<file path="config.mk">
export PLATFORM = sky130hd
export DESIGN_NAME = seg_scan_display
export DESIGN_NICKNAME = d
export VERILOG_FILES = /design/src/rtl/seg_scan_display.sv
export SDC_FILE = /design/constraint.sdc
export NUM_CORES = 1
export LEC_CHECK = 0
export ABC_CLOCK_PERIOD_IN_PS = 3860
export BUFFER_PORTS_ARGS = -buffer_cell sky130_fd_sc_hd__buf_4
export CELL_PAD_IN_SITES_DETAIL_PLACEMENT = 0
export CELL_PAD_IN_SITES_GLOBAL_PLACEMENT = 1
export CORE_MARGIN = 2
export CORE_UTILIZATION = 38
export CTS_CLUSTER_SIZE = 16
export DETAILED_ROUTE_END_ITERATION = 8
export PLACE_DENSITY_LB_ADDON = 0.3
export SLEW_MARGIN = 0
export SYNTH_ARGS = -nofsm -noshare
export SYNTH_HDL_FRONTEND = slang
export SYNTH_SLANG_ARGS = --single-unit
</file>
<file path="constraint.sdc">
create_clock -name clk -period 3.86 [get_ports clk]
set_clock_uncertainty 0.1 [all_clocks]
set_input_delay 0 -clock clk [delete_from_list [all_inputs] [get_ports clk]]
set_output_delay 0 -clock clk [all_outputs]
set_load 0.1 [all_outputs]
</file>
<file path="src/rtl/seg_scan_display.sv">
// seg_scan_display: multiplexed hex 7-seg driver with scan prescaler, frame-synchronous update, leading-zero blanking.
// Optional brightness PWM on the digit selects when SEGSCAN_PWM_EN is defined.
module seg_scan_display #(
  parameter int DIGITS = 8,
  parameter int DIV_W = 16,
  parameter bit SEG_ACTIVE_LOW = 1'b1,
  parameter bit AN_ACTIVE_LOW = 1'b1
) (
  input  logic                clk,
  input  logic                rst,
  input  logic [4*DIGITS-1:0] data_in,
  input  logic [DIGITS-1:0]   dp_in,
  input  logic                load,
  input  logic                blank_lz,
`ifdef SEGSCAN_PWM_EN
  input  logic [3:0]          brightness,
`endif
  output logic [6:0]          a2g,
  output logic                dp,
  output logic [DIGITS-1:0]   an,
  output logic                frame_done
);
  localparam int IW = DIGITS > 1 ? $clog2(DIGITS) : 1;
  localparam logic [IW-1:0] TOP = IW'(DIGITS - 1);
  localparam logic [6:0] FONT [16] = '{
    7'b1111110, 7'b0110000, 7'b1101101, 7'b1111001,
    7'b0110011, 7'b1011011, 7'b1011111, 7'b1110000,
    7'b1111111, 7'b1111011, 7'b1110111, 7'b0011111,
    7'b1001110, 7'b0111101, 7'b1001111, 7'b1000111};
  logic [DIV_W-1:0] pre;
  logic [IW-1:0] idx;
  logic [4*DIGITS-1:0] stg_data, disp_data;
  logic [DIGITS-1:0] stg_dp, disp_dp, lz, sel;
  logic pend, tick, boundary, blank, lit, zero_run;
  logic [3:0] nib;
  logic [6:0] seg;
  assign tick = &pre;
  assign boundary = tick && idx == '0;
  assign nib = disp_data[{idx, 2'b00} +: 4];
  // lz[k] is set when digit k and every more significant digit are zero
  always_comb begin
    lz = '0;
    zero_run = 1'b1;
    for (int j = DIGITS - 1; j >= 0; j--) begin
      zero_run = zero_run && disp_data[4*j +: 4] == 4'd0;
      lz[j] = zero_run;
    end
  end
  assign blank = blank_lz && idx != '0 && lz[idx];
  assign seg = blank ? 7'd0 : FONT[nib];
`ifdef SEGSCAN_PWM_EN
  assign lit = !tick && pre[DIV_W-1 -: 4] <= brightness;
`else
  assign lit = !tick;
`endif
  assign sel = lit ? DIGITS'(1) << idx : '0;
  always_ff @(posedge clk or negedge rst) begin
    if (!rst) begin
      pre <= '0;
      idx <= TOP;
      stg_data <= '0;
      stg_dp <= '0;
      disp_data <= '0;
      disp_dp <= '0;
      pend <= 1'b0;
      a2g <= {7{SEG_ACTIVE_LOW}};
      dp <= SEG_ACTIVE_LOW;
      an <= {DIGITS{AN_ACTIVE_LOW}};
      frame_done <= 1'b0;
    end else begin
      pre <= pre + 1'b1;
      if (tick) idx <= idx == '0 ? TOP : idx - 1'b1;
      if (load) begin
        stg_data <= data_in;
        stg_dp <= dp_in;
      end
      // a load on the boundary itself stays pending for the following frame
      pend <= load || (pend && !boundary);
      if (boundary && pend) begin
        disp_data <= stg_data;
        disp_dp <= stg_dp;
      end
      a2g <= seg ^ {7{SEG_ACTIVE_LOW}};
      dp <= disp_dp[idx] ^ SEG_ACTIVE_LOW;
      an <= sel ^ {DIGITS{AN_ACTIVE_LOW}};
      frame_done <= boundary;
    end
  end
endmodule
</file>
**Yosys cells after proc, flatten, opt, wreduce, memory -nomap -nowiden**

Memory sizes are Yosys's and may differ from the RTL's.
Index checks and enable logic that the tools add are counted.

- Memory bits (read-only): 112
- Register bits: 117
- Input port bits: 44
- Output and inout port bits: 17
- Memories: 1

Memory list:

| memory | depth | bits a word | read ports | clocked after memory_dff | write ports | RTL line | source |
|---|---|---|---|---|---|---|---|
| (name not given) | 16 | 7 | 1 | 0 | 0 | 50 | `assign seg = blank ? 7'd0 : FONT[nib];` |

- Shift-type cells: 2
- Reduce and logical (&&, ||, !) cells: 25
- Muxes and demuxes: 9
- Bitwise gates (word level): 4
- Order comparisons: 2
- Add/sub/neg operators: 2

Operators by type and width:

| kind | count |
|---|---|
| $logic_not 4->1 | 8 |
| $shiftx 32x6->4 | 1 |
| $mux 7 | 3 |
| $add 16x1->16 const B | 1 |
| $reduce_and 16->1 | 1 |
| $logic_and 1x1->1 | 12 |
| $mux 8 | 1 |
| $not 8->8 | 1 |
| $shl 1x3->8 const A | 1 |
| $not 7->7 | 1 |
| $bmux 1 s3 | 2 |
| $ge 5x5->1 const B | 1 |
| $not 4->5 | 1 |
| $lt 3x4->1 const B | 1 |
| $logic_not 3->1 | 1 |
| $mux 3 | 1 |
| $reduce_bool 3->1 | 1 |
| $sub 3x1->3 const B | 1 |
| $mux 1 | 2 |
| $logic_not 1->1 | 1 |
| $logic_or 1x1->1 | 1 |
| $not 1->1 | 1 |

**Logic depth before layout (Yosys ltp)**

Gate-level depths: netlist of the first run.

- Word-level depth: 13
- Depth in mapped cells: 9
- Gate-level depth less buffers: 7

**Worst setup path before layout of the first run**

OpenSTA, ideal clock, no wires.

- Kind: reg-to-reg
- From: reg idx[1]
- To: reg a2g[3]
- Path buffers: 1
- Setup slack: 1,270 ps
- Arrival: 2,386 ps
- Stages on the path, launching flop included: 9
- Cell sequence: dfstp_2 -> clkbuf_1 -> mux4_2 -> mux2i_1 -> inv_1 -> ha_1 -> mux2_2 -> nor2_1 -> o21ai_0

- Longest elaborated chain between the ends: 7
- Elaborated cells between the ends (all ways): 12

Ends and longest elaborated chain:

| element | RTL line | source |
|---|---|---|
| start: declaration | 31 | `logic [IW-1:0] idx;` |
| start signal: assignment | 72 | `if (tick) idx <= idx == '0 ? TOP : idx - 1'b1;` |
| $shiftx 32x6->4 | 39 | `assign nib = disp_data[{idx, 2'b00} +: 4];` |
| $not 4->5 (not written as such) | 50 |  |
| $mem_v2 16x7 | -- |  |
| $mux 7 (not written as such) (2 in a row) | 50 |  |
| $mux 7 (*) | 50 |  |
| $not 7->7 (no source line) (*) | -- |  |
| end signal: assignment | 66 | `a2g <= {7{SEG_ACTIVE_LOW}};` |
| end signal: assignment | 83 | `a2g <= seg ^ {7{SEG_ACTIVE_LOW}};` |
| end: declaration | 18 | `output logic [6:0] a2g,` |

Every way passes the cells marked *; elsewhere a longest branch is shown, timed or not. The select of a mux whose other input is x is not followed.
A chain may end at the register's enable or synchronous reset.

**Worst setup path in the final report of the first run**

Ends and elaborated chain as after synthesis.

==> reports/qor.yml, run 1 <==
p_leak_nw: 3.131
synth_ff_type: "dfrtp_1"
ys_ff_latch: 117
drt_wl_total_um: 9838
ir_drop_mv: 0.2965
drc: 0
post-synth-top-count-cell: "dfrtp_1"
cts_tree: "built"
cp_data_arrival_time_ps: 3030
tightest_slew_ps: 877.2
finalNetCount: 512
grt_max_degree: 42
fillerInstances: 1163
grt_setup_unrepaired: "false"
power_density_mw_per_mm2: 451.2
slowest_stage: "dfstp_2"
hpwl_um: 6643
vias: 3117
pin_count: 61
combPwrFrac: 0.048
tns_ps: 0
cts_hold_buf: 41
ys_seq_area_frac: 0.5809
cp_top_family: "multiplexers"
cts_setup_buffers: 0
routedWlPerCell_um: 15.25
insertion_delay_ps: 410
antenna_found_initial: 0
fp.dieW_um: 119.6
start_kind: "register"
yosysTopAreaCell: "dfrtp_1"
swShare: 0.2100
synth_area_leaders: "dfrtp_1 (48%), mux2_2 (17%), dfstp_2 (9.8%)"
pwr-share-clk: 0.521
r2r_cells: 7
drv_slew: 0
setup_viol: 0
hold_viol: 0
synth_commonest_cells: "dfrtp_1 (98), mux2_2 (78), dfstp_2 (19)"
drtPass1Iterations: 4
fmax_mhz: 352.7
htreeDepth: 4
area_growth_pct: 31.17
cts_resized: 0
max-cap-violations: 0
die_h_um: 119.6
synth_nets: 406
rr_startpoint: "idx[1]$_DFFE_PN1P_"
cts-root-buf: "clkbuf_16"
cts.sinks: 117
path_clk_slew_ps: 60
vias_per_cell: 4.833
cp_cell_sequence: "mux4_2 -> mux2i_1 -> inv_1 -> ha_1 -> mux2_2 -> nor2_1 -> o21ai_0"
fin_crit_sh: 0.7345
num_antenna_cells: 0
grtUsageTotal: 0.1507
rows: 42
critPathMaxFanout: 18
ys_types: 44
whs_ps: 1.830
ys_warn_count: 0
synth_edf_count: 0
gp_congestion: 0.8403
endpoint_kind: "register"
required_ps: 4050
critical_path_class: "register to register"
drt_iter0_drc: 141
hold_path_class: "input port to async pin"
initial_core_util: 0.3868
syn_inst: 350
synthArstFlopShare: 1.000
synth_top_area_share: 0.4826
syn_area_mm2: 0.005081
slowest_delay_ps: 760
ff2ff_setup_slack_ps: 1020
reg2reg_to: "a2g[3]$_DFF_PN1_"
drive_gt1_frac: 0.4286
synth_area_per_cell_um2: 14.52
grt_pass1_vias: 3309
relSlewSlack: 0.3985
grt_pass1_wl_um: 16630
p_int_mw: 2.376
dieArea_mm2: 0.01431
p_sw_uw: 631.6
status: "finished clean"
clk_path_buf_depth: 2
crit_buf_inv: 1
core_area_mm2: 0.01314
pwr-share-seq: 0.430
min_period_ps: 2835
overflow: 0
ant_nets: 0
port_buffers: 60
cts_buffers: 17
-- cell usage in the layout (no fill, tap or decap), types with 6 or more instances in the layout --
cell type and n:
buf_4 63, a21oi_1 6, nor4_1 7, dlygate4sd3_1 41, dfrtp_1 98, nand2_1 12
clkbuf_16 17, ha_1 12, and3_1 7, dfstp_2 19, nand3_1 11, o21ai_0 8
mux2_2 78, inv_1 10, xnor2_1 11
-- worst max-delay path by stage --
stage                                   from                to  slack [ps]  cells past startpoint
after floorplan           idx[1]$_DFFE_PN1P_  a2g[3]$_DFF_PN1_        1270                      8
after global placement    idx[0]$_DFFE_PN1P_  a2g[3]$_DFF_PN1_        1100                      5
after detailed placement  idx[1]$_DFFE_PN1P_  a2g[3]$_DFF_PN1_        1050                      7
after CTS                 idx[1]$_DFFE_PN1P_  a2g[3]$_DFF_PN1_        1030                      7
after global routing      idx[0]$_DFFE_PN1P_  a2g[3]$_DFF_PN1_         860                      5
final                     idx[1]$_DFFE_PN1P_  a2g[3]$_DFF_PN1_        1020                      7
-- sequential cells by signal, summed over array words and instances (netlist names) --
name	flops
disp_data	32
pre	16
dp	1
an	8
stg_data	32
pend	1
disp_dp	8
stg_dp	8
frame_done	1
idx	3
a2g	7
-- routing by layer --
metal	wire length, um	share of wire	GRT usage	up-vias
met5	0	0	0	-
met4	101	0.010	0.05515	0
met3	353	0.036	0.04848	11
met2	4840	0.49	0.2393	59
met1	4544	0.46	0.1938	1564
li1	-	-	-	1483
-- power by group through the flow --
stage | Clock (mW) | Sequential, mW | Combinational (mW)
4_1_cts | 1.60 | 1.30 | 0.149
3_5_place_dp | 0 | 1.32 | 0.116
2_1_floorplan | 0 | 1.30 | 0.0511
6_report | 1.57 | 1.29 | 0.145
5_1_grt | 1.67 | 1.30 | 0.160
3_3_place_gp | 0 | 1.32 | 0.113
-- layout make-up --
class	instances	area [um2]	share of cell area
tap	176	220.2	0.03304
multi-input combinational	205	1979	0.2970
clock buffer	19	432.9	0.06495
timing repair buffer	104	883.3	0.1325
inverter	11	41.29	0.006195
clock inverter	13	156.4	0.02347
sequential	117	2952	0.4428
-- cell families after synthesis --
family	after synthesis	share of synthesized area
buf+inv	28	0.02955
simple gates	55	0.05836
compound gates	26	0.03398
mux	98	0.2435
xor+xnor	14	0.02413
fa+ha+maj	12	0.02955
flops	117	0.5809
-- metrics by stage --
| step | cells | setup WS, ps | area (um2) | utilization | total power, mW |
|---|---|---|---|---|---|
| CTS | 645 | 1025 | 6665 | 0.5073 | 3.046 |
| detailed placement | 572 | 1053 | 5665 | 0.4312 | 1.433 |
| global route | 645 | 859.1 | 6665 | 0.5073 | 3.130 |
| global placement | 572 | 1101 | 5665 | 0.4312 | 1.429 |
| finish | 645 | 1025 | 6665 | 0.5073 | 3.007 |
| floorplan | 350 | 1270 | 5081 | - | 1.355 |
-- worst register-to-register path, stage by stage, from the launching register on --
cell	delay, ps
dfstp_2	760
mux4_2	570
mux2i_1	430
inv_1	170
ha_1	260
mux2_2	270
nor2_1	80
o21ai_0	100
No activity file was read; power rests on OpenSTA's default activity.
==> run 2, diff against run 1 <==
- ABC_CLOCK_PERIOD_IN_PS: 3860 -> 2960
- clock period: 3.86 -> 2.96 ns (I/O delays scaled with it)
==> run 2 against run 1 <==
Against the previous run: maximum frequency is 9.0% higher; clock-buffer cell count is 3 higher; flip-flop and latch count stayed put; largest cell class unchanged; highest routed layer unchanged; global-route usage is 0.57 points higher; register-to-register slack worse by 670 ps; clock power is 22% higher; utilization is 0.23 points higher; die area stayed put.
==> reports/qor.yml, run 2 (synthesized netlist as in run 1, its figures left out) <==
pin_count: 61
grt_pass1_wl_um: 17250
fp.dieW_um: 119.6
cts_resized: 0
cts_buffers: 17
relSlewSlack: 0.4909
endpoint_kind: "register"
p_leak_nw: 3.152
dr.max_layer_used: "met4"
start_kind: "register"
initial_core_util: 0.3868
routedWlPerCell_um: 15.39
cts_setup_buffers: 0
cts-root-buf: "clkbuf_16"
dieArea_mm2: 0.01431
cts_hold_buf: 41
grt_pass1_vias: 3374
antenna_found_initial: 0
drive_gt1_frac: 0.4367
crit_buf_inv: 2
path_depth: 7
top_regs: "disp_data (32), stg_data (32), pre (16)"
min_period_ps: 2601
placed_area_mm2: 0.005723
grtUsageTotal: 0.1564
grt_max_degree: 61
pwr-share-seq: 0.446
fin_crit_sh: 0.8787
drc: 0
status: "finished clean"
fillerInstances: 1162
r2r_cells: 7
finalNetCount: 518
register_area_mm2: 0.002952
cts.sinks: 117
ir_drop_mv: 0.3553
pwr-share-clk: 0.504
mostFrequentLayoutCell: "dfrtp_1"
cp_top_family: "multiplexers"
tns_ps: 0
p_sw_uw: 780.8
power_density_mw_per_mm2: 565.7
ant_nets: 0
critPathMaxFanout: 12
drtPass1Iterations: 4
die_h_um: 119.6
p_int_mw: 3.007
setup_viol: 0
swShare: 0.2061
slowest_delay_ps: 710
met1_length_um: 4573
whs_ps: 38.93
vias: 3178
critical_path_class: "register to register"
design_area_mm2: 0.006695
insertion_delay_ps: 410
core_area_mm2: 0.01314
clk_path_buf_depth: 2
drt_wl_total_um: 10000
max-cap-violations: 0
drt_iter0_drc: 165
hold_depth: 2
final_cell_mix: "dfrtp_1 (98), mux2_2 (78), buf_4 (68), dlygate4sd3_1 (41), dfstp_2 (19)"
crit_top_cell: "buf_4"
rows: 42
htreeDepth: 4
required_ps: 3150
overflow: 0
multiInputGateArea_mm2: 0.001979
port_buffers: 60
path_clk_slew_ps: 60
cts_tree: "built"
drv_slew: 0
cp_cell_sequence: "buf_4 -> mux4_1 -> mux2i_1 -> buf_4 -> mux2_2 -> nor2_1 -> o21ai_0"
num_antenna_cells: 0
hold_viol: 0
route.met2.wl_um: 4898
dr_wl_met3_um: 360
hpwl_um: 6863
gp_congestion: 0.8606
combPwrFrac: 0.050
area_growth_pct: 31.77
tightest_slew_ps: 763.7
grt_setup_unrepaired: "false"
fmax_mhz: 384.5
slowest_stage: "dfstp_2"
vias_per_cell: 4.889
hold_path_class: "input port to register"
cp_data_arrival_time_ps: 2800
==> run 2: changes by cell type in the layout (fill, tap and decap cells not counted) <==
cell | previous run | this run
buf_12 | 0 | 1
buf_4 | 63 | 68
bufinv_16 | 3 | 1
clkbuf_1 | 2 | 1
clkbuf_8 | 0 | 4
clkinv_4 | 1 | 0
clkinvlp_4 | 2 | 3
inv_6 | 2 | 0
==> run 2: final cells by class <==
cell class	count	area share
Sequential cell	117	0.4409
Timing Repair Buffer	110	0.1405
Clock inverter	9	0.01159
Inverter	11	0.006167
Tap cell	176	0.03289
Multi-Input combinational cell	205	0.2956
Clock buffer	22	0.07232
==> run 2: through the flow <==
stage          power (mW)  worst slack [ps]  utilization  std cells
6_report            3.788             359.0       0.5096        650
5_1_grt             3.962             199.2       0.5096        650
4_1_cts             3.846             364.1       0.5096        650
3_5_place_dp        1.870             428.5       0.4356        578
3_3_place_gp        1.864             472.1       0.4356        578
2_1_floorplan       1.768             370.0            -        350
==> run 2: layer usage <==
layer | vias to the layer above | GRT usage
met1 | 1611 | 0.2045
met3 | 18 | 0.04325
met2 | 62 | 0.2475
met5 | - | 0
li1 | 1487 | -
met4 | 0 | 0.06250
==> run 2: power by group through the flow <==
stage | Combinational [mW] | Clock (mW) | Sequential [mW]
6_report | 0.191 | 1.91 | 1.69
5_1_grt | 0.212 | 2.05 | 1.70
4_1_cts | 0.196 | 1.96 | 1.69
3_5_place_dp | 0.153 | 0 | 1.72
3_3_place_gp | 0.149 | 0 | 1.71
2_1_floorplan | 0.0667 | 0 | 1.70
==> run 2: final timing paths <==
path,startpoint,slack [ps],endpoint
worst min-delay path,load,40,pend$_DFF_PN0_
worst min register to register,pre[11]$_DFF_PN0_,370,pre[11]$_DFF_PN0_
worst max-delay path,idx[0]$_DFFE_PN1P_,360,a2g[3]$_DFF_PN1_
worst max register to register,idx[0]$_DFFE_PN1P_,360,a2g[3]$_DFF_PN1_
min in group asynchronous,rst,100,pre[10]$_DFF_PN0_
max in group asynchronous,rst,1760,dp$_DFF_PN1_
